**config.mk**
```make
export PLATFORM = sky130hd
export DESIGN_NAME = dxp_cam_ctrl_flat
export DESIGN_NICKNAME = d
export VERILOG_FILES = /design/src/rtl/dxp_cache_pkg.sv /design/src/rtl/dxp_cam_ctrl_if.sv /design/src/rtl/dxp_prio_enc.sv /design/src/rtl/dxp_cam_ctrl.sv /design/src/flat_wrapper.sv
export SDC_FILE = /design/constraint.sdc
export NUM_CORES = 1
export LEC_CHECK = 0
export CAP_MARGIN = 20
export CORE_MARGIN = 2
export CORE_UTILIZATION = 41
export CTS_BUF_LIST = sky130_fd_sc_hd__clkbuf_4 sky130_fd_sc_hd__clkbuf_8 sky130_fd_sc_hd__clkbuf_16
export DETAILED_ROUTE_END_ITERATION = 10
export PLACE_DENSITY = 0.65
export SYNTH_ARGS = -nofsm -noshare
export SYNTH_HDL_FRONTEND = slang
export SYNTH_SLANG_ARGS = --single-unit
```
**constraint.sdc**
```tcl
create_clock -name clk -period 4.8 [get_ports clk]
set_input_delay 0.48 -clock clk [delete_from_list [all_inputs] [get_ports clk]]
set_output_delay 0.48 -clock clk [all_outputs]
set_load 0.05 [all_outputs]
```
**src/rtl/dxp_cache_pkg.sv**
```systemverilog
// Shared constants and FSM encoding for the CAM lookup/allocate controller.
package dxp_cache_pkg;

    // Default geometry: tags are arg_max-4 bits wide, 2**AddrW lines.
    localparam int unsigned ArgMaxDefault = 7;
    localparam int unsigned TagW          = ArgMaxDefault - 4;
    localparam int unsigned AddrW         = 4;
    localparam int unsigned LinesDefault  = 1 << AddrW;

    typedef enum logic [2:0] {
        StIdle,
        StLookup,
        StReadv,
        StWrite,
        StResp
    } cam_state_e;

endpackage

```
**src/rtl/dxp_cam_ctrl_if.sv**
```systemverilog
// Request/response handshake and CAM-side bus of the CAM controller.
interface dxp_cam_ctrl_if
    import dxp_cache_pkg::*;
#(
    parameter int unsigned tag_w     = TagW,
    parameter int unsigned addrs_max = AddrW,
    parameter int unsigned bl_max    = LinesDefault
);
    logic                 req_vld;
    logic                 req_rdy;
    logic [tag_w-1:0]     req_tag;
    logic                 rsp_vld;
    logic                 rsp_rdy;
    logic                 rsp_hit;
    logic [addrs_max-1:0] rsp_addrs;
    logic                 rsp_evict;
    logic [tag_w-1:0]     rsp_vtag;
    logic                 cam_we;
    logic                 cam_rd;
    logic [tag_w-1:0]     cam_din;
    logic [tag_w-1:0]     cam_argin;
    logic [addrs_max-1:0] cam_addrs;
    logic [tag_w-1:0]     cam_dout;
    logic [bl_max-1:0]    cam_mbits;

    // Controller side.
    modport slave (
        input  req_vld, req_tag, rsp_rdy, cam_dout, cam_mbits,
        output req_rdy, rsp_vld, rsp_hit, rsp_addrs, rsp_evict, rsp_vtag,
        output cam_we, cam_rd, cam_din, cam_argin, cam_addrs
    );

    // Requester plus CAM array side.
    modport master (
        output req_vld, req_tag, rsp_rdy, cam_dout, cam_mbits,
        input  req_rdy, rsp_vld, rsp_hit, rsp_addrs, rsp_evict, rsp_vtag,
        input  cam_we, cam_rd, cam_din, cam_argin, cam_addrs
    );

endinterface

```
**src/rtl/dxp_prio_enc.sv**
```systemverilog
// Lowest-index priority encoder with a found flag.
module dxp_prio_enc
    import dxp_cache_pkg::*;
#(
    parameter int unsigned width = LinesDefault,
    parameter int unsigned idx_w = AddrW
) (
    input  logic [width-1:0] req,
    output logic [idx_w-1:0] idx,
    output logic             found
);

    // Scan from the top down so the lowest set bit wins.
    always_comb begin
        idx   = '0;
        found = 1'b0;
        for (int i = width - 1; i >= 0; i--) begin
            if (req[i]) begin
                idx   = idx_w'(i);
                found = 1'b1;
            end
        end
    end

endmodule

```
**src/rtl/dxp_cam_ctrl.sv**
```systemverilog
// CAM lookup/allocate controller: hit search, victim selection, read-old/write-new, response.
module dxp_cam_ctrl
    import dxp_cache_pkg::*;
#(
    parameter int unsigned arg_max   = ArgMaxDefault,
    parameter int unsigned addrs_max = AddrW,
    parameter int unsigned bl_max    = LinesDefault
) (
    input logic            clk,
    input logic            rst_n,
    dxp_cam_ctrl_if.slave  bus
);

    localparam int unsigned tag_w = arg_max - 4;

    cam_state_e           state_q, state_d;
    logic [tag_w-1:0]     tag_q, tag_d;
    logic [addrs_max-1:0] addrs_q, addrs_d;
    logic [addrs_max-1:0] ptr_q, ptr_d;
    logic                 hit_q, hit_d;
    logic                 evict_q, evict_d;
    logic [tag_w-1:0]     vtag_q, vtag_d;
    logic [bl_max-1:0]    valid_q, valid_d;

    logic [bl_max-1:0]    hit_vec;
    logic [addrs_max-1:0] hit_idx, inv_idx;
    logic                 hit_found, inv_found;

    // Only resident lines may match.
    assign hit_vec = bus.cam_mbits & valid_q;

    dxp_prio_enc #(
        .width (bl_max),
        .idx_w (addrs_max)
    ) u_hit_enc (
        .req   (hit_vec),
        .idx   (hit_idx),
        .found (hit_found)
    );

    dxp_prio_enc #(
        .width (bl_max),
        .idx_w (addrs_max)
    ) u_inv_enc (
        .req   (~valid_q),
        .idx   (inv_idx),
        .found (inv_found)
    );

    // Gated by rst_n so the request side stays quiet while reset is held.
    assign bus.req_rdy   = (state_q == StIdle) & rst_n;
    assign bus.rsp_vld   = (state_q == StResp);
    assign bus.rsp_hit   = hit_q;
    assign bus.rsp_addrs = addrs_q;
    assign bus.rsp_evict = evict_q;
    assign bus.rsp_vtag  = vtag_q;
    assign bus.cam_argin = tag_q;

    // State and datapath registers; reset clears residency and the round-robin pointer.
    always_ff @(posedge clk or negedge rst_n) begin
        if (!rst_n) begin
            state_q <= StIdle;
            tag_q   <= '0;
            addrs_q <= '0;
            ptr_q   <= '0;
            hit_q   <= 1'b0;
            evict_q <= 1'b0;
            vtag_q  <= '0;
            valid_q <= '0;
        end else begin
            state_q <= state_d;
            tag_q   <= tag_d;
            addrs_q <= addrs_d;
            ptr_q   <= ptr_d;
            hit_q   <= hit_d;
            evict_q <= evict_d;
            vtag_q  <= vtag_d;
            valid_q <= valid_d;
        end
    end

    // Next-state logic and CAM strobes.
    always_comb begin
        state_d       = state_q;
        tag_d         = tag_q;
        addrs_d       = addrs_q;
        ptr_d         = ptr_q;
        hit_d         = hit_q;
        evict_d       = evict_q;
        vtag_d        = vtag_q;
        valid_d       = valid_q;
        bus.cam_we    = 1'b0;
        bus.cam_rd    = 1'b0;
        bus.cam_din   = '0;
        bus.cam_addrs = '0;

        case (state_q)
            StIdle: begin
                if (bus.req_vld) begin
                    tag_d   = bus.req_tag;
                    hit_d   = 1'b0;
                    evict_d = 1'b0;
                    vtag_d  = '0;
                    addrs_d = '0;
                    state_d = StLookup;
                end
            end
            StLookup: begin
                if (hit_found) begin
                    hit_d   = 1'b1;
                    addrs_d = hit_idx;
                    state_d = StResp;
                end else begin
                    // Prefer a free line; fall back to round-robin replacement.
                    addrs_d = inv_found ? inv_idx : ptr_q;
                    state_d = StReadv;
                end
            end
            StReadv: begin
                bus.cam_rd    = 1'b1;
                bus.cam_addrs = addrs_q;
                vtag_d        = bus.cam_dout;
                evict_d       = valid_q[addrs_q];
                // Pointer moves only when a resident tag is displaced.
                if (valid_q[addrs_q]) begin
                    ptr_d = ptr_q + {{(addrs_max-1){1'b0}}, 1'b1};
                end
                state_d = StWrite;
            end
            StWrite: begin
                bus.cam_we       = 1'b1;
                bus.cam_addrs    = addrs_q;
                bus.cam_din      = tag_q;
                valid_d[addrs_q] = 1'b1;
                state_d          = StResp;
            end
            StResp: begin
                if (bus.rsp_rdy) begin
                    state_d = StIdle;
                end
            end
            default: begin
                state_d = StIdle;
            end
        endcase
    end

endmodule

```
**src/flat_wrapper.sv**
```systemverilog
// flat-port wrapper written by rule: the top's interface ports become plain ports
module dxp_cam_ctrl_flat import dxp_cache_pkg::*;
#(
    parameter int unsigned arg_max   = ArgMaxDefault,
    parameter int unsigned addrs_max = AddrW,
    parameter int unsigned bl_max    = LinesDefault
)
  (clk, rst_n, bus_req_vld, bus_req_tag, bus_rsp_rdy, bus_cam_dout, bus_cam_mbits, bus_req_rdy, bus_rsp_vld, bus_rsp_hit, bus_rsp_addrs, bus_rsp_evict, bus_rsp_vtag, bus_cam_we, bus_cam_rd, bus_cam_din, bus_cam_argin, bus_cam_addrs);
  dxp_cam_ctrl_if #(.tag_w(TagW), .addrs_max(addrs_max), .bl_max(bl_max)) bus_i ();
  input logic clk;
  input logic rst_n;
  input wire logic [$bits(bus_i.req_vld)-1:0] bus_req_vld;
  input wire logic [$bits(bus_i.req_tag)-1:0] bus_req_tag;
  input wire logic [$bits(bus_i.rsp_rdy)-1:0] bus_rsp_rdy;
  input wire logic [$bits(bus_i.cam_dout)-1:0] bus_cam_dout;
  input wire logic [$bits(bus_i.cam_mbits)-1:0] bus_cam_mbits;
  output wire logic [$bits(bus_i.req_rdy)-1:0] bus_req_rdy;
  output wire logic [$bits(bus_i.rsp_vld)-1:0] bus_rsp_vld;
  output wire logic [$bits(bus_i.rsp_hit)-1:0] bus_rsp_hit;
  output wire logic [$bits(bus_i.rsp_addrs)-1:0] bus_rsp_addrs;
  output wire logic [$bits(bus_i.rsp_evict)-1:0] bus_rsp_evict;
  output wire logic [$bits(bus_i.rsp_vtag)-1:0] bus_rsp_vtag;
  output wire logic [$bits(bus_i.cam_we)-1:0] bus_cam_we;
  output wire logic [$bits(bus_i.cam_rd)-1:0] bus_cam_rd;
  output wire logic [$bits(bus_i.cam_din)-1:0] bus_cam_din;
  output wire logic [$bits(bus_i.cam_argin)-1:0] bus_cam_argin;
  output wire logic [$bits(bus_i.cam_addrs)-1:0] bus_cam_addrs;
  assign bus_i.req_vld = bus_req_vld;
  assign bus_i.req_tag = bus_req_tag;
  assign bus_i.rsp_rdy = bus_rsp_rdy;
  assign bus_i.cam_dout = bus_cam_dout;
  assign bus_i.cam_mbits = bus_cam_mbits;
  assign bus_req_rdy = bus_i.req_rdy;
  assign bus_rsp_vld = bus_i.rsp_vld;
  assign bus_rsp_hit = bus_i.rsp_hit;
  assign bus_rsp_addrs = bus_i.rsp_addrs;
  assign bus_rsp_evict = bus_i.rsp_evict;
  assign bus_rsp_vtag = bus_i.rsp_vtag;
  assign bus_cam_we = bus_i.cam_we;
  assign bus_cam_rd = bus_i.cam_rd;
  assign bus_cam_din = bus_i.cam_din;
  assign bus_cam_argin = bus_i.cam_argin;
  assign bus_cam_addrs = bus_i.cam_addrs;
  dxp_cam_ctrl #(.arg_max(arg_max), .addrs_max(addrs_max), .bl_max(bl_max)) u_core (.clk(clk), .rst_n(rst_n), .bus(bus_i));
endmodule
```
# [Yosys cells after proc, flatten, opt, wreduce, memory -nomap -nowiden]
# Cells that the tools add are included.
[classes] add_sub_neg=1 order_cmp=2 eq_ne=7 mux=86 bitwise_logic=4 reduce_logical=11
[ops] op="$mux 4" n=36
[ops] op="$mux 1" n=38
[ops] op="$and 16x16->16" n=1
[ops] op="$not 16->16" n=1
[ops] op="$or 16x16->16" n=1
[ops] op="$mux 3" n=5
[ops] op="$pmux 3 s5" n=1
[ops] op="$reduce_and 2->1" n=5
[ops] op="$pmux 4 s2" n=1
[ops] op="$eq 3x2->1 const B" n=2
[ops] op="$pmux 3 s2" n=1
[ops] op="$lt 4x5->1 const B" n=1
[ops] op="$add 4x1->4 const B" n=1
[ops] op="$bmux 1 s4" n=1
[ops] op="$demux 1 s4" n=1
[ops] op="$ge 4x1->1 const B" n=1
[ops] op="$ne 2x2->1 const B" n=2
[ops] op="$pmux 1 s2" n=2
[ops] op="$reduce_bool 2->1" n=2
[ops] op="$eq 3x1->1 const B" n=1
[ops] op="$eq 3x3->1 const B" n=1
[ops] op="$logic_not 3->1" n=1
[ops] op="$reduce_and 3->1" n=1
[ops] op="$ne 2x1->1 const B" n=1
[ops] op="3 further kinds" n=3
[word_totals] reg_bits=35 out_inout_bits=23

# [Logic depth before layout (Yosys ltp)]
# Gate-level depths: netlist of run 1.
[logic_depth] word_depth=20 ltp_mapped=6 mapped_depth_nobuf=5

# [Hierarchy]
# From an unflattened synthesis of run 1, not the netlist that was laid out.
[unflattened] hier_cells=245 hier_area_um2=2194.6
[modules_own_cells] module="dxp_cam_ctrl" instances=1 cells_each=179 area_per_inst_um2=1836.8
[modules_own_cells] module="dxp_prio_enc" instances=2 cells_each=33 area_per_inst_um2=178.9

# [Least setup slack after synthesis of run 1]
# No wires, ideal clock.
[synth_timing] kind="register to register" start="register u_core.addrs_q[3], in the netlist u_core.bus.rsp_addrs[3]" end="register u_core.ptr_q[1]" setup_time_ns=0.128 arrival_ns=2.116 required_ns=4.672 slack_ns=2.557 stages_incl_launch_ff=7 n_path_buf=1 cell_sequence="dfrtp_1 > clkbuf_1 > mux2_2 > or3_1 > nand4_1 > nand2_1 > mux2_1"
[synth_via] elab_chain_len=3
[synth_rtl] element="from (decl)" line_no="dxp_cam_ctrl.sv:18" source="logic [addrs_max-1:0] addrs_q, addrs_d;"
[synth_rtl] element="from (signal assigned)" line_no="dxp_cam_ctrl.sv:73" source="addrs_q <= addrs_d;"
[synth_rtl] element="$bmux 1 s4" line_no="dxp_cam_ctrl.sv:125" source="if (valid_q[addrs_q]) begin"
[synth_rtl] element="$mux 1 (implied by the code)" line_no="dxp_cam_ctrl.sv:125"
[synth_rtl] element="$reduce_and 2->1 (no line)"
[synth_rtl] element="to (signal assigned)" line_no="dxp_cam_ctrl.sv:74" source="ptr_q <= ptr_d;"
[synth_rtl] element="to (decl)" line_no="dxp_cam_ctrl.sv:19" source="logic [addrs_max-1:0] ptr_q, ptr_d;"
# Every way passes these cells. The select of a mux whose other input is x is not followed.
# A chain may end at the register's enable or synchronous reset.

# [Worst setup path in the final report of run 1]
[layout_timing] start="register u_core.state_q[2]" end="output bus_cam_we"
[layout_via] elab_chain_len=2
[layout_rtl] element="from (decl)" line_no="dxp_cam_ctrl.sv:16" source="cam_state_e state_q, state_d;"
[layout_rtl] element="from (signal assigned)" line_no="dxp_cam_ctrl.sv:62" source="state_q <= StIdle;"
[layout_rtl] element="from (signal assigned)" line_no="dxp_cam_ctrl.sv:71" source="state_q <= state_d;"
[layout_rtl] element="$eq 3x2->1" line_no="dxp_cam_ctrl.sv:97" source="case (state_q)"
[layout_rtl] element="$mux 1" line_no="dxp_cam_ctrl.sv:97"
[layout_rtl] element="to (decl)" line_no="flat_wrapper.sv:23" source="output wire logic [$bits(bus_i.cam_we)-1:0] bus_cam_we;"
# Every way passes these cells.

==> results of run 1 <==
[final timing paths]
path                                                     to  slack, ns  cells after the start
setup / recovery                                 bus_cam_we       2.08                      3
max in group asynchronous     u_core.state_q[1]$_DFFE_PN0P_       4.25                      2
hold reg to reg            u_core.bus.rsp_evict$_DFFE_PN0P_       0.48                      1
setup reg to reg                u_core.ptr_q[1]$_DFFE_PN0P_       2.64                      5
hold / removal                u_core.valid_q[3]$_DFFE_PN0P_       0.23                      2
min in group clk           u_core.bus.rsp_evict$_DFFE_PN0P_       0.48                      1
[power by group]
group	switching, W	leakage [nW]	internal, W
clock network	0.000103	0.0549	0.000137
registers	0.000107	0.460	0.000372
logic	0.000361	0.688	0.000238
[cell families after synthesis]
logic type	share of synthesized area
compound gates	0.232
xor+xnor	0.0125
fa+ha+maj	0.00595
buf+inv	0.0429
flops	0.417
mux	0.0679
simple gates	0.222
[cells in the final DEF, fill, tap and decap left out, drive strengths merged, types with 3 or more instances in the layout]
| cell | instances |
|---|---|
| a211o | 3 |
| a21o | 7 |
| a21oi | 6 |
| a22o | 8 |
| a22oi | 7 |
| a31oi | 5 |
| and2 | 9 |
| and3 | 5 |
| clkbuf | 8 |
| clkdlybuf4s50 | 47 |
| dfrtp | 35 |
| inv | 8 |
| mux2 | 6 |
| mux2i | 3 |
| nand2 | 21 |
| nand2b | 3 |
| nand3 | 10 |
| nand4 | 5 |
| nor2 | 9 |
| nor2b | 7 |
| o211ai | 4 |
| o21ai | 9 |
| o21bai | 7 |
| xor2 | 3 |
[worst reg2reg max path, stage by stage, from the launching register on]
cell and delay [ns]:
dfrtp_1 0.78, mux2_2 0.41, or3_1 0.30, nand4_1 0.12
nand2_1 0.12, mux2_1 0.32
[synthesized netlist by cell type (6+ instances only)]
cell and count:
nor2b_1 7, o21ai_0 9, o21bai_1 7, nand2_1 21
and2_1 9, a21o_1 6, nor2_1 9, nand3_1 10
a22o_1 8, dfrtp_1 35, a21oi_1 6, a22oi_1 6
inv_1 8
[per-stage QoR]
stage | utilization | power [W]
detailed placement | 0.521 | 0.00109
global route | 0.542 | 0.00140
finish | 0.542 | 0.00132
floorplan | - | 0.000889
CTS | 0.542 | 0.00133
global placement | 0.521 | 0.00108
[state kept, by name (all words and copies together), names as in the netlist]
name and cells:
u_core.ptr_q 4, u_core.state_q 3, u_core.bus.rsp_addrs 4, u_core.bus.cam_argin 3, u_core.valid_q 16, u_core.bus.rsp_hit 1, u_core.bus.rsp_vtag 3, u_core.bus.rsp_evict 1
[routing by layer]
layer | up-vias | wire length, um | GRT usage
met5 | - | 0 | 0
met4 | 0 | 83 | 0.0643
met3 | 9 | 400 | 0.0397
met2 | 68 | 2590 | 0.323
met1 | 932 | 2450 | 0.291
li1 | 896 | - | -
[cell type report]
class / instances / area [um^2] / area share
Clock buffer: 8 / 104 / 0.0382
Inverter: 8 / 30.0 / 0.0111
Multi-Input combinational cell: 162 / 1130 / 0.418
Sequential cell: 35 / 876 / 0.323
Tap cell: 70 / 87.6 / 0.0323
Timing Repair Buffer: 49 / 483 / 0.178
==> metrics.txt, run 1 <==
status=complete, no violations; number of global-route vias before repair=1747; DRC viols=0; Max Slew Vio Count=0; period utilization=0.566; Root Driver=clkbuf_8; DR WL/cell=16.6 um; Cells after DPL=324; mean post-synth cell area=9.82 um^2; Placeable Area=5010 um^2; TritonCTS Buffers=5; worst path bufs/invs=1; CTS Buffer Depth=2; Via Count=1905; Leak=1.20 nW; Detail Route Antenna Nets=0; row cnt=26; most common flop cell mapped by yosys=dfrtp_1; CTS tree=yes; WL final=5510 um; dpl cell area=2610 um^2; GRT Overall Usage=0.206; Peak Freq=0.368 GHz; Setup violations, final=0; post-CTS setup buffers=0; Hold Path Class=input port to async pin; CTS Sinks=35; Post-synth EDFFs=0; dpl ws=2.33 ns; TNS Setup=0 ns; Net Count, Synth=241; CP Launch Type=flip-flop; CP max stage delay=0.85 ns; Final Hold Fails=0; synthesized flop and latch total=35; sequential area share after synthesis=0.417; synth top area cells=dfrtp_1 42%, nand2_1 3.8%, a22o_1 3.3%, and2_1 2.7%, mux2_2 2.7%; DIE WIDTH=75.6 um; largest net degree at the start of global routing=37; pin slew with the least headroom to its limit=0.661 ns; gr ovfl total=0; gate family responsible for the most delay along the worst path=buffers and inverters; asr flop ratio synth=1.00; WP data arrival=2.24 ns; Max transition margin=0.555; ANT cells=0; Clk pin slew, worst setup/hold paths=0.07 ns; PostCTS Resize Cnt=0; Critical Path RT=4.32 ns; RSZ-0062 raised after global routing=no; element type at the critical path end=output port; Min Hold Slack=0.231 ns; DIE AREA=5710 um^2; Tmin final=2.72 ns; via-per-instance ratio=5.74; Area Overhead vs Synth=29.2%; Peak VDD IR=228 uV; CP Max Fanout=8; share of layout cells above drive strength 1=0.126; Synth top area share=0.417; Top Ports=49; Synth Instances=214; Final GP Congestion=0.858; CP max-delay cell=clkdlybuf4s50_1; DR pass1 iterations=4; DR iter-0 viols=102; die height=75.6 um; Synth warnings=0; CP startpoint=u_core.state_q[2]$_DFFE_PN0P_; final worst setup slack=2.08 ns; area leader, netlist=dfrtp_1; Layout Cells excl Fill=332; clock skew=0.00565 ns; Yosys cell types=53; final net count=288; Starting Density=0.419; H-tree levels=2; worst r2r src=u_core.bus.rsp_addrs[3]$_DFFE_PN0P_; Pwr per Cell Area=485 nW/um^2; antenna violations before repair=0; first-pass GRT wire length=8760 um; port bufs=48; Clock Latency Late Sink=0.29 ns; cts hold-fix bufs=0; Post-Syn Area=2100 um^2; MaxCap Viol Count=0; post-DP HPWL=4100 um; # fillers=493; crit path kind=flip-flop to output port; final instance area=2720 um^2; crit-path cells=nor2b_1 -> and2_1 -> clkdlybuf4s50_1
Note: power is estimated with default switching activity, not from simulation.
==> run 2: changes to the inputs <==
==> constraint.sdc (replaced) <==
create_clock -name clk -period 2.55 [get_ports clk]
set_input_delay 0.255 -clock clk [delete_from_list [all_inputs] [get_ports clk]]
set_output_delay 0.255 -clock clk [all_outputs]
set_load 0.05 [all_outputs]
==> run 2 against run 1 <==
Compared with the run above:
- sequential power up 89%
- count of clock-buffer cells in the layout unchanged
- clock power up 90%
- register-to-register slack worse by 2.3 ns
- critical path type unchanged
- critical endpoint unchanged
- largest power group unchanged
- highest routed layer unchanged
==> metrics.txt, run 2 (same netlist as run 1, synthesis figures left out) <==
Peak Freq=0.432 GHz; footprint of the multi-input gates=1130 um^2 (unchanged); CP max-delay cell=clkdlybuf4s50_1; most frequent cells in the layout=47 x clkdlybuf4s50_1, 35 x dfrtp_1, 21 x nand2_1; TNS Setup=0 ns (unchanged); share of layout cells above drive strength 1=0.136 (+0.00989); WP data arrival=2.06 ns (-0.18 ns); Max transition margin=0.572 (+0.0172); TritonCTS Buffers=5 (unchanged); CP Max Fanout=6 (-2); power after layout=0.00251 W (+90%); Setup violations, final=0 (unchanged); die height=75.6 um (unchanged); cts hold-fix bufs=0 (unchanged); Peak VDD IR=496 uV (+120%); Final Hold Fails=0 (unchanged); crit path kind=flip-flop to output port; RSZ-0062 raised after global routing=no; CP Launch Type=flip-flop; CTS tree=yes; Detail Route Antenna Nets=0 (unchanged); gate family responsible for the most delay along the worst path=buffers and inverters; GRT Overall Usage=0.213 (+0.00695); first-pass GRT wire length=8950 um (+2.2%); period utilization=0.907; port bufs=48 (unchanged); CTS Buffer Depth=2 (unchanged); Pwr per Cell Area=916 nW/um^2 (+89%); Clk pin slew, worst setup/hold paths=0.07 ns (about the same); crit-path cells=nor2b_1 -> and2_1 -> clkdlybuf4s50_1; DR iter-0 viols=179 (+75%); Leak=1.22 nW (+1.3%); number of global-route vias before repair=1745 (-0.11%); clock skew=0.00499 ns (-0.000654 ns); DR pass1 iterations=4 (unchanged); Final GP Congestion=0.931 (+8.5%); Starting Density=0.419 (unchanged); post-DP HPWL=4270 um (+4.0%); status=complete, no violations; Root Driver=clkbuf_8; gr ovfl total=0 (unchanged); max FFs per register=16 (unchanged); largest net degree at the start of global routing=36 (-2.7%); post-CTS setup buffers=0 (unchanged); via-per-instance ratio=5.66 (-1.3%); WL final=5820 um (+5.6%); Clock Latency Late Sink=0.29 ns (about the same); PostCTS Resize Cnt=0 (unchanged); element type at the critical path end=output port; Largest Register=u_core.valid_q; Top Ports=49 (unchanged); Critical Path RT=2.30 ns (-2.02 ns); DR WL/cell=17.4 um (+4.6%); MaxCap Viol Count=0 (unchanged); Via Count=1897 (-0.42%); CTS Sinks=35 (unchanged); antenna violations before repair=0 (unchanged); ANT cells=0 (unchanged); CP max stage delay=0.87 ns (+0.02 ns); Max Slew Vio Count=0 (unchanged); DRC viols=0 (unchanged); H-tree levels=2 (unchanged); worst path bufs/invs=1 (unchanged); row cnt=26 (unchanged); Placeable Area=5010 um^2 (unchanged); DIE AREA=5710 um^2 (unchanged); Hold Path Class=input port to async pin; final net count=291 (+1.0%); pin slew with the least headroom to its limit=0.636 ns (-0.0246 ns); # fillers=467 (-5.3%); DIE WIDTH=75.6 um (unchanged); Area Overhead vs Synth=30.3%; register area=876 um^2 (unchanged); commonest non-fill, non-tap cell in the layout=clkdlybuf4s50_1; Tmin final=2.31 ns
-- run 2: stage by stage --
step	cells	hold WS, ns	instance area, um^2	utilization	setup slack (ns)
6_report	335	0.0793	2740	0.546	0.237
5_1_grt	335	0.114	2740	0.546	0.128
3_5_place_dp	327	0.405	2630	0.526	0.334
4_1_cts	335	0.0898	2740	0.546	0.228
2_1_floorplan	214	-0.0406	2100	-	0.307
3_3_place_gp	327	0.405	2630	0.526	0.398
-- run 2: cell type report --
class / count / area share
flip-flops and latches: 35 / 0.320
well taps: 70 / 0.0320
multi-input cells: 162 / 0.415
repair buffers: 52 / 0.185
clock buffers: 8 / 0.0379
inverters: 8 / 0.0110
-- run 2: worst reg2reg max path: cells and delay by family (launching register included) --
kind             cells  cell delay [ns]
muxes                3             1.19
and+or+nand+nor      2             0.25
DFF                  1             0.66
-- run 2: power breakdown --
part / internal [W] / switching, W
clock: 0.000257 / 0.000198
sequential: 0.000700 / 0.000205
combinational: 0.000463 / 0.000684
total: 0.00142 / 0.00109
-- run 2: final timing paths --
check | start | to | slack, ns | depth (start not counted)
setup / recovery | u_core.state_q[2]$_DFFE_PN0P_ | bus_cam_we | 0.24 | 3
max in group asynchronous | rst_n | u_core.state_q[1]$_DFFE_PN0P_ | 2.14 | 2
setup reg to reg | u_core.bus.rsp_addrs[1]$_DFFE_PN0P_ | u_core.ptr_q[1]$_DFFE_PN0P_ | 0.34 | 5
min in group clk | u_core.bus.rsp_evict$_DFFE_PN0P_ | u_core.bus.rsp_evict$_DFFE_PN0P_ | 0.48 | 1
hold reg to reg | u_core.bus.rsp_evict$_DFFE_PN0P_ | u_core.bus.rsp_evict$_DFFE_PN0P_ | 0.48 | 1
hold / removal | rst_n | u_core.valid_q[8]$_DFFE_PN0P_ | 0.08 | 2
-- run 2: metal layers --
metal | track usage | vias to the layer above | routed length (um)
li1 | - | 898 | -
met1 | 0.292 | 938 | 2720
met2 | 0.324 | 54 | 2710
met3 | 0.0476 | 7 | 265
met4 | 0.0955 | 0 | 129
met5 | 0 | - | 0
==> run 3: changes to the inputs <==
--- a/config.mk
+++ b/config.mk
@@ -10,7 +10,9 @@
 export CORE_UTILIZATION = 41
 export CTS_BUF_LIST = sky130_fd_sc_hd__clkbuf_4 sky130_fd_sc_hd__clkbuf_8 sky130_fd_sc_hd__clkbuf_16
 export DETAILED_ROUTE_END_ITERATION = 10
-export PLACE_DENSITY = 0.65
+export PLACE_DENSITY = 0.64
+export SETUP_SLACK_MARGIN = 0.2
 export SYNTH_ARGS = -nofsm -noshare
 export SYNTH_HDL_FRONTEND = slang
+export SYNTH_HIERARCHICAL = 1
 export SYNTH_SLANG_ARGS = --single-unit
==> run 3 against run 2 <==
Compared with the run above:
- sequential power shrank 5.4%
- highest routed layer unchanged
- combinational power up 6%
- synthesized cell count grew 14%
- final area is 3.3% higher
- critical endpoint is now bus_rsp_vld
- non-clock buffer count increased by 1
- clock skew is essentially flat
- sequential share of layout area is 1.0 points lower
- critical path type unchanged
- register-to-register slack better by 0.06 ns
- final cell count rose by 9.9%
==> metrics.txt, run 3 <==
Yosys cell types=47 (-11%); ANT cells=0 (unchanged); Via Count=1962 (+3.4%); Synth warnings=6 (+6); Largest Register=u_core/valid_q; sequential area share after synthesis=0.399 (-0.0178); die height=77.2 um (+2.1%); RSZ-0062 raised after global routing=no; synthesized flop and latch total=35 (unchanged); worst path bufs/invs=1 (unchanged); cts hold-fix bufs=0 (unchanged); most common flop cell mapped by yosys=dfrtp_1; GRT Overall Usage=0.211 (-0.00217); Clock Latency Late Sink=0.28 ns (about the same); DIE WIDTH=77.2 um (+2.1%); MaxCap Viol Count=0 (unchanged); Post-Syn Area=2190 um^2 (+4.5%); Root Driver=clkbuf_8; CTS Buffer Depth=2 (unchanged); commonest non-fill, non-tap cell in the layout=clkdlybuf4s50_1; Cells after DPL=360 (+10%); gate family responsible for the most delay along the worst path=buffers and inverters; Hold Path Class=input port to async pin; Peak Freq=0.443 GHz (+2.5%); TNS Setup=0 ns (unchanged); Layout Cells excl Fill=368 (+9.9%); FF-to-FF path depth=7 (+2); asr flop ratio synth=1.00 (unchanged); number of global-route vias before repair=1876 (+7.5%); crit path kind=flip-flop to output port; worst r2r src=u_core/valid_q[10]$_DFFE_PN0N_; antenna violations before repair=0 (unchanged); period utilization=0.885 (-0.0219); Critical Path RT=2.30 ns (about the same); port bufs=48 (unchanged); DRC viols=0 (unchanged); CTS Sinks=35 (unchanged); CP Launch Type=flip-flop; via-per-instance ratio=5.33 (-5.8%); R2R setup slack=0.40 ns (+0.06 ns); crit-path cells=nor3b_1 -> clkdlybuf4s50_1; synth top area cells=dfrtp_1 40%, and2_1 6.3%, inv_1 4.8%, nand2_1 3.8%, nor2_1 3.6%; row cnt=26 (unchanged); area leader, netlist=dfrtp_1; CP max-delay cell=clkdlybuf4s50_1; final net count=325 (+12%); Pwr per Cell Area=875 nW/um^2 (-4.4%); mean post-synth cell area=8.96 um^2 (-8.8%); CP max stage delay=0.86 ns (about the same); Net Count, Synth=272 (+13%); TritonCTS Buffers=5 (unchanged); # fillers=501 (+7.3%); top-count cell post-synth=dfrtp_1; Post-synth EDFFs=0 (unchanged); CTS tree=yes; largest net degree at the start of global routing=36 (unchanged); Setup violations, final=0 (unchanged); post-layout util=0.550 (+0.00394); Tmin final=2.26 ns (-0.0559 ns); Synth Instances=245 (+14%); most frequent cells in the layout=38 x clkdlybuf4s50_1, 35 x dfrtp_1, 28 x inv_1; Clk pin slew, worst setup/hold paths=0.07 ns (about the same); Starting Density=0.427 (+0.00764); Max Slew Vio Count=0 (unchanged); status=complete, no violations; post-DP HPWL=4560 um (+6.8%); gr ovfl total=0 (unchanged); Commonest cells post-synth=35 x dfrtp_1, 28 x inv_1, 22 x and2_1, 22 x nand2_1, 21 x nor2_1; max FFs per register=16 (unchanged); CP Max Fanout=12 (+6); DIE AREA=5950 um^2 (+4.2%); Synth top area share=0.399 (-0.0178); Leak=1.30 nW (+6.4%); WP data arrival=2.00 ns (-0.06 ns); DR pass1 iterations=4 (unchanged); Placeable Area=5140 um^2 (+2.6%); Detail Route Antenna Nets=0 (unchanged); Peak VDD IR=421 uV (-15%); pin slew with the least headroom to its limit=0.661 ns (+0.0241 ns); Final Hold Fails=0 (unchanged); DR iter-0 viols=127 (-29%); element type at the critical path end=output port; reg2reg end=u_core/bus.rsp_addrs[2]$_DFFE_PN0P_; clock skew=0.00474 ns (-0.000254 ns); Area Overhead vs Synth=28.9%; Final GP Congestion=0.848 (-8.9%); first-pass GRT wire length=9710 um (+8.5%); DR WL/cell=16.0 um (-7.7%); H-tree levels=2 (unchanged); Max transition margin=0.555 (-0.0168); WL final=5900 um (+1.4%); Top Ports=49 (unchanged); share of layout cells above drive strength 1=0.134 (-0.00162)
run 3: changes by cell type in the layout (fill, tap and decap cells not counted), sizes merged, moves of 6 or more:
cell,change
and2,+13
a22oi,-6
o21bai,-7
clkdlybuf4s50,-9
buf,+7
nand3,-7
a21o,-7
inv,+20
nor2,+12
run 3: kinds of logic after synthesis:
| kind of cell | Yosys count | share of synthesized area |
|---|---|---|
| simple gates | 106 | 0.269 |
| compound gates | 51 | 0.176 |
| buf+inv | 35 | 0.0690 |
| flops | 35 | 0.399 |
| mux | 14 | 0.0696 |
| xor+xnor | 3 | 0.0120 |
| fa+ha+maj | 1 | 0.00570 |
run 3: layout make-up:
type | instances | area, um^2 | area share
Clock buffer | 6 | 82.6 | 0.0292
Clock inverter | 1 | 5.00 | 0.00177
Inverter | 28 | 105 | 0.0372
Multi-Input combinational cell | 175 | 1170 | 0.413
Sequential cell | 35 | 876 | 0.310
Tap cell | 70 | 87.6 | 0.0310
Timing Repair Buffer | 53 | 505 | 0.179
run 3: what timing repair did:
action	CTS	global route
endpoints found under the setup margin	0	4
setup buffers	0	1
resized for setup	0	3
run 3: worst max path at each step:
stage,startpoint,endpoint,cells past startpoint,slack (ns)
after floorplan,u_core/state_q[0]$_DFFE_PN0P_,u_core/state_q[2]$_DFFE_PN0P_,3,0.41
after global placement,bus_cam_mbits[10],u_core/bus.rsp_addrs[2]$_DFFE_PN0P_,8,0.23
after detailed placement,bus_cam_mbits[10],u_core/bus.rsp_addrs[0]$_DFFE_PN0P_,8,0.16
after CTS,u_core/state_q[0]$_DFFE_PN0P_,bus_req_rdy,3,0.22
after global routing,u_core/state_q[0]$_DFFE_PN0P_,bus_rsp_vld,2,0.22
final,u_core/state_q[0]$_DFFE_PN0P_,bus_rsp_vld,2,0.29
run 3: layer usage:
| metal | vias up | global-route usage | wire [um] |
|---|---|---|---|
| met5 | - | 0 | 0 |
| met4 | 0 | 0.0696 | 82 |
| met3 | 7 | 0.0412 | 355 |
| met2 | 53 | 0.304 | 2690 |
| met1 | 938 | 0.316 | 2770 |
| li1 | 964 | - | - |
run 3: per-stage QoR:
stage,hold WS [ns],total power [W],worst slack (ns),area (um^2)
4_1_cts,0.0951,0.00248,0.222,2810
5_1_grt,0.104,0.00263,0.219,2830
6_report,0.0758,0.00248,0.293,2830
2_1_floorplan,-0.0406,0.00168,0.406,2190
3_5_place_dp,0.400,0.00207,0.164,2730
3_3_place_gp,0.393,0.00207,0.232,2730
run 3: power breakdown:
| part | internal [W] | leakage, nW | switching (W) |
|---|---|---|---|
| clock network | 0.000212 | 0.0470 | 0.000192 |
| registers | 0.000684 | 0.461 | 0.000172 |
| logic | 0.000469 | 0.789 | 0.000746 |
| total | 0.00137 | 1.30 | 0.00111 |
